`src/rtl/parity_frame_pkg.sv`:
```
// Shared types and helpers for the parity frame transmitter.
package parity_frame_pkg;

  typedef enum logic [2:0] {IDLE, START, DATA, PARITY, STOP} state_t;

  localparam int DATA_W_DEFAULT = 32;
  localparam int FRAME_BITS     = DATA_W_DEFAULT + 3;
  localparam int PAR_MAX_W      = 64;

  // Callers zero-extend narrower words; zero bits do not change parity.
  function automatic logic par_even(input logic [PAR_MAX_W-1:0] data);
    return ^data;
  endfunction

endpackage

```
`src/rtl/parity_frame_tx_bit_timer.sv`:
```
// Per-bit cycle counter: runs 0..BIT_CYCLES-1 while enabled, ticks on the last count.
module bit_timer #(
  parameter int BIT_CYCLES = 4
) (
  input  logic clk,
  input  logic rst,
  input  logic clear,
  input  logic en,
  output logic bit_tick
);

  localparam int CW = (BIT_CYCLES > 1) ? $clog2(BIT_CYCLES) : 1;
  localparam logic [CW-1:0] LAST = CW'(BIT_CYCLES - 1);

  logic [CW-1:0] cnt;

  assign bit_tick = en && (cnt == LAST);

  always_ff @(posedge clk or posedge rst) begin
    if (rst)
      cnt <= '0;
    else if (clear || bit_tick)
      cnt <= '0;
    else if (en)
      cnt <= cnt + CW'(1);
  end

endmodule

```
`src/rtl/parity_frame_tx.sv`:
```
// Serialises a data word plus supplied parity as start, data LSB first, parity, stop.
// state  | meaning
// IDLE   | line high, ready for a word
// START  | driving start bit (0)
// DATA   | shifting latched word out LSB first
// PARITY | driving latched parity bit as supplied
// STOP   | driving stop bit (1), frame_done on its last edge
module parity_frame_tx
  import parity_frame_pkg::*;
#(
  parameter int DATA_W     = 32,
  parameter int BIT_CYCLES = 4
) (
  input  logic              clk,
  input  logic              rst,
  input  logic [DATA_W-1:0] datain,
  input  logic              parity_bit,
  input  logic              in_valid,
  output logic              in_ready,
  output logic              tx_out,
  output logic              busy,
  output logic              frame_done,
  output logic              parity_err
);

  localparam int BCW = (DATA_W > 1) ? $clog2(DATA_W) : 1;
  localparam logic [BCW-1:0] LAST_BIT = BCW'(DATA_W - 1);

  state_t            state;
  logic [DATA_W-1:0] shift_q;
  logic              par_q;
  logic [BCW-1:0]    bit_cnt;
  logic              accept;
  logic              timer_en;
  logic              bit_tick;

  assign accept   = in_valid && in_ready;
  assign timer_en = (state != IDLE);

  bit_timer #(.BIT_CYCLES(BIT_CYCLES)) u_bit_timer (
    .clk      (clk),
    .rst      (rst),
    .clear    (accept),
    .en       (timer_en),
    .bit_tick (bit_tick)
  );

  always_ff @(posedge clk or posedge rst) begin
    if (rst) begin
      state      <= IDLE;
      tx_out     <= 1'b1;
      in_ready   <= 1'b1;
      busy       <= 1'b0;
      frame_done <= 1'b0;
      parity_err <= 1'b0;
      shift_q    <= '0;
      par_q      <= 1'b0;
      bit_cnt    <= '0;
    end else begin
      frame_done <= 1'b0;
      parity_err <= 1'b0;
      case (state)
        IDLE: if (accept) begin
          shift_q    <= datain;
          par_q      <= parity_bit;
          parity_err <= (parity_bit != par_even(PAR_MAX_W'(datain)));
          state      <= START;
          tx_out     <= 1'b0;
          in_ready   <= 1'b0;
          busy       <= 1'b1;
          bit_cnt    <= '0;
        end
        START: if (bit_tick) begin
          state   <= DATA;
          tx_out  <= shift_q[0];
          shift_q <= shift_q >> 1;
        end
        DATA: if (bit_tick) begin
          // bit 0 went out on entry, so the last tick here ends bit DATA_W-1
          if (bit_cnt == LAST_BIT) begin
            state   <= PARITY;
            tx_out  <= par_q;
            bit_cnt <= '0;
          end else begin
            bit_cnt <= bit_cnt + BCW'(1);
            tx_out  <= shift_q[0];
            shift_q <= shift_q >> 1;
          end
        end
        PARITY: if (bit_tick) begin
          state  <= STOP;
          tx_out <= 1'b1;
        end
        STOP: if (bit_tick) begin
          state      <= IDLE;
          in_ready   <= 1'b1;
          busy       <= 1'b0;
          frame_done <= 1'b1;
        end
        default: state <= IDLE;
      endcase
    end
  end

endmodule

```
`config.mk`:
```
export PLATFORM = sky130hd
export DESIGN_NAME = parity_frame_tx
export DESIGN_NICKNAME = d
export VERILOG_FILES = /design/src/rtl/parity_frame_pkg.sv /design/src/rtl/parity_frame_tx_bit_timer.sv /design/src/rtl/parity_frame_tx.sv
export SDC_FILE = /design/constraint.sdc
export NUM_CORES = 1
export LEC_CHECK = 0
export BUFFER_PORTS_ARGS = -buffer_cell sky130_fd_sc_hd__buf_2
export CAP_MARGIN = 20
export CORE_MARGIN = 5
export CORE_UTILIZATION = 35
export DETAILED_ROUTE_END_ITERATION = 8
export PLACE_DENSITY = 0.61
export SYNTH_ARGS = -nofsm -noshare
export SYNTH_HDL_FRONTEND = slang
export SYNTH_SLANG_ARGS = --single-unit
```
`constraint.sdc`:
```
create_clock -name clk -period 2.8 [get_ports clk]
set_input_delay 0.28 -clock clk [delete_from_list [all_inputs] [get_ports clk]]
set_output_delay 0.28 -clock clk [all_outputs]
set_load 0.02 [all_outputs]
```
==> results.py <==
metrics = {
    "layout": {
        "register_area_mm2": 0.00120,
        "utilization_pct": 40.8,
        "nets": 333,
        "n_antenna_cell": 0,
        "multi_input_area_mm2": 0.00142,
        "area_delta_synth_final_pct": 14.5,
        "design_area_mm2": 0.00314,
        "drive_gt1_share_pct": 29.9,
        "fill_cells": 788,
    },
    "detailed_routing": {
        "vias": 1873,
        "routed_wl_um": 5390,
        "first_iter_violations": 90,
        "drt-wirelength-per-cell_um": 13.6,
        "drtPass1Iterations": 6,
        "drt.antenna.violating_nets": 0,
        "drc": 0,
        "routed_via_density": 4.73,
    },
    "sta": {
        "setup_viol": 0,
        "slew_headroom_pct": 62.1,
        "fin_setup_tns_ns": 0,
        "worstMarginPinSlew_ns": 0.564,
        "finalCritPeriodShare_pct": 74.4,
        "hold_viol": 0,
        "finalClockSkew_ns": 0.00850,
        "fmax_mhz": 480,
        "period_minus_slack_ns": 2.08,
        "maxSlewViolCount": 0,
        "rsz0062_at_grt": "false",
    },
    "yosys": {
        "mappedNetlistArea_mm2": 0.00274,
        "ys.flop_type": "dfrtp_1",
        "ys_ff_latch": 48,
        "syn-mean-instance-area_um2": 10.8,
        "synthTopCellsByArea": "dfrtp_1, mux2i_1, a21oi_2, xnor2_1, nor2_1",
        "synth-seq-area-share_pct": 43.9,
        "yosysWarnings": 0,
        "yosysMostFrequentCell": "dfrtp_1",
        "netlist.area_leader.share_pct": 42.0,
        "synth_edf_count": 0,
        "syn_nets": 295,
        "synthTopCellsByCount": "dfrtp_1, nor2_1, mux2i_1",
        "synthArstFlopShare_pct": 100,
        "synthCells": 255,
        "synth_top_area_cell": "dfrtp_1",
        "synth.distinct_cells": 38,
    },
    "setup_path": {
        "slowest_stage": "dfrtp_1",
        "reg2reg_depth": 9,
        "path_cells": "ha_1 -> and3_1 -> ha_1 -> inv_1 -> a211oi_2 -> a211oi_4 -> buf_12 -> nor2_1 -> a21oi_2",
        "cp-startpoint": "bit_cnt[0]",
        "path_max_fanout": 64,
        "path_delay_family": "compound AO/OA/AOI/OAI gates",
        "cp.required_ns": 3.04,
        "reg2reg_from": "bit_cnt[0]",
        "timing.critical_path.mode_cell": "ha_1",
        "worst-path-buf-inv": 2,
        "crit_cells": 9,
        "worstPathArrival_ns": 2.32,
        "crit_type": "reg2reg",
        "cp-end-kind": "flip-flop",
        "setup.worst_path.start_class": "flip-flop",
        "slowest_delay_ns": 0.41,
    },
    "run_status": {
        "status": "completed",
    },
    "clock_tree": {
        "clock_latency_ns": 0.30,
        "cts-resized-gates": 0,
        "clkTransAtPathRegs_ns": 0.09,
        "post_cts_buffers": 0,
        "h-tree-depth": 2,
        "clock-root-buffer": "clkbuf_8",
        "cts_tree": "yes",
        "cts_made_buffers": 5,
        "hold_buffers": 0,
        "cts_buffer_depth": 2,
        "cts_sinks": 48,
    },
    "floorplan": {
        "fp.dieH_um": 98.5,
        "dieArea_mm2": 0.00971,
        "num_rows": 32,
        "die_w_um": 98.5,
        "start_util_pct": 35.7,
        "core_mm2": 0.00769,
        "boundaryPins": 41,
    },
    "pwr": {
        "power_frac_comb_pct": 14.7,
        "switching_power_mw": 0.326,
        "p_sw_share_pct": 23.3,
        "ir_drop_mv": 0.299,
        "clock_power_share_pct": 35.7,
        "p_per_area_mw_per_mm2": 445,
        "cellLeakagePower_nw": 1.32,
        "p_int_mw": 1.07,
        "power.total_mw": 1.40,
        "seqPwrFrac_pct": 49.6,
    },
    "worst_hold_path": {
        "hold_class": "in2reg",
        "min_delay_path_depth": 3,
        "min-delay-start": "datain[31]",
    },
    "global_routing": {
        "grt_util_all_layers_pct": 11.7,
        "grt_pass1_vias": 1844,
        "grt_overflow_total": 0,
        "grt_pass1_wl_um": 9260,
        "antenna_found_initial": 0,
        "grt_max_degree": 65,
    },
    "place": {
        "io_buffer_count": 40,
        "place_congestion": 0.765,
        "place_area_mm2": 0.00300,
        "hpwl_um": 3860,
    },
    "run": {
        "cap_violations": 0,
    },
}
==> state kept, by name (all words and copies together) (netlist names) <==
register         count
shift_q             32
bit_cnt              5
state                3
u_bit_timer.cnt      2
busy                 1
frame_done           1
in_ready             1
par_q                1
parity_err           1
tx_out               1
==> stage by stage <==
step                      instances  setup slack [ns]  hold WS [ns]
final                           396             0.718         0.269
after global routing            396             0.565         0.262
after CTS                       394             0.714         0.251
after detailed placement        386             0.731         0.466
after global placement          386             0.773         0.472
after floorplan                 255             0.785         0.432
==> power by group through the flow <==
stage | logic, mW | registers (mW) | clock network, mW
floorplan | 0.144 | 0.706 | 0
global placement | 0.206 | 0.706 | 0
detailed placement | 0.206 | 0.706 | 0
CTS | 0.207 | 0.693 | 0.519
global route | 0.228 | 0.693 | 0.544
finish | 0.206 | 0.693 | 0.499
==> metal layers <==
metal  share of wire [%]  wire length [um]  GRT usage (%)
met5                   0                 0              0
met4                0.91                49           3.15
met3                 4.4               237           2.69
met2                  45              2450           17.3
met1                  49              2660           17.0
==> worst register-to-register path: cells and delay by family (launching register included) <==
family	cells	cell delay, ns
adder cells (fa/ha/maj)	2	0.41
flip-flops	1	0.41
AND/OR/NAND/NOR	2	0.33
buffers and inverters	2	0.42
AO/OA/AOI/OAI	3	0.46
==> worst paths after layout <==
kind | end | slack, ns
max | shift_q[9] | 0.72
min | shift_q[31] | 0.27
max reg2reg | shift_q[9] | 0.72
min reg2reg | bit_cnt[3] | 0.47
max in group asynchronous | tx_out | 1.85
min in group asynchronous | shift_q[19] | 0.42
==> placed cells by master, fill, tap and decap left out, types with 4 or more instances in the layout <==
| cell type | count |
|---|---|
| buf_2 | 40 |
| o21ai_0 | 10 |
| ha_1 | 4 |
| xnor2_1 | 26 |
| nand2_1 | 10 |
| a21oi_1 | 6 |
| nor2_1 | 38 |
| a21oi_2 | 28 |
| dfrtp_1 | 46 |
| mux2i_1 | 33 |
| clkbuf_8 | 5 |
==> area by class of cell <==
class | count | share of cell area, %
multi-input cells | 190 | 45.4
well taps | 102 | 4.07
inverters | 4 | 0.478
repair buffers | 44 | 8.21
clock inverters | 3 | 1.36
flip-flops and latches | 48 | 38.3
clock buffers | 5 | 2.19
==> cells by family (layout without fill, tap and decap cells) <==
group | Yosys count | in the layout | synth area share [%]
xor gates and xnor gates | 31 | 31 | 11.2
AOI/OAI and AO/OA | 53 | 53 | 15.0
DFF | 48 | 48 | 43.9
buffers and inverters | 17 | 56 | 4.38
adders and majority gates | 4 | 4 | 1.82
muxes | 34 | 34 | 12.5
and+or+nand+nor | 68 | 68 | 11.3
Power figures use the tool's default switching activity.
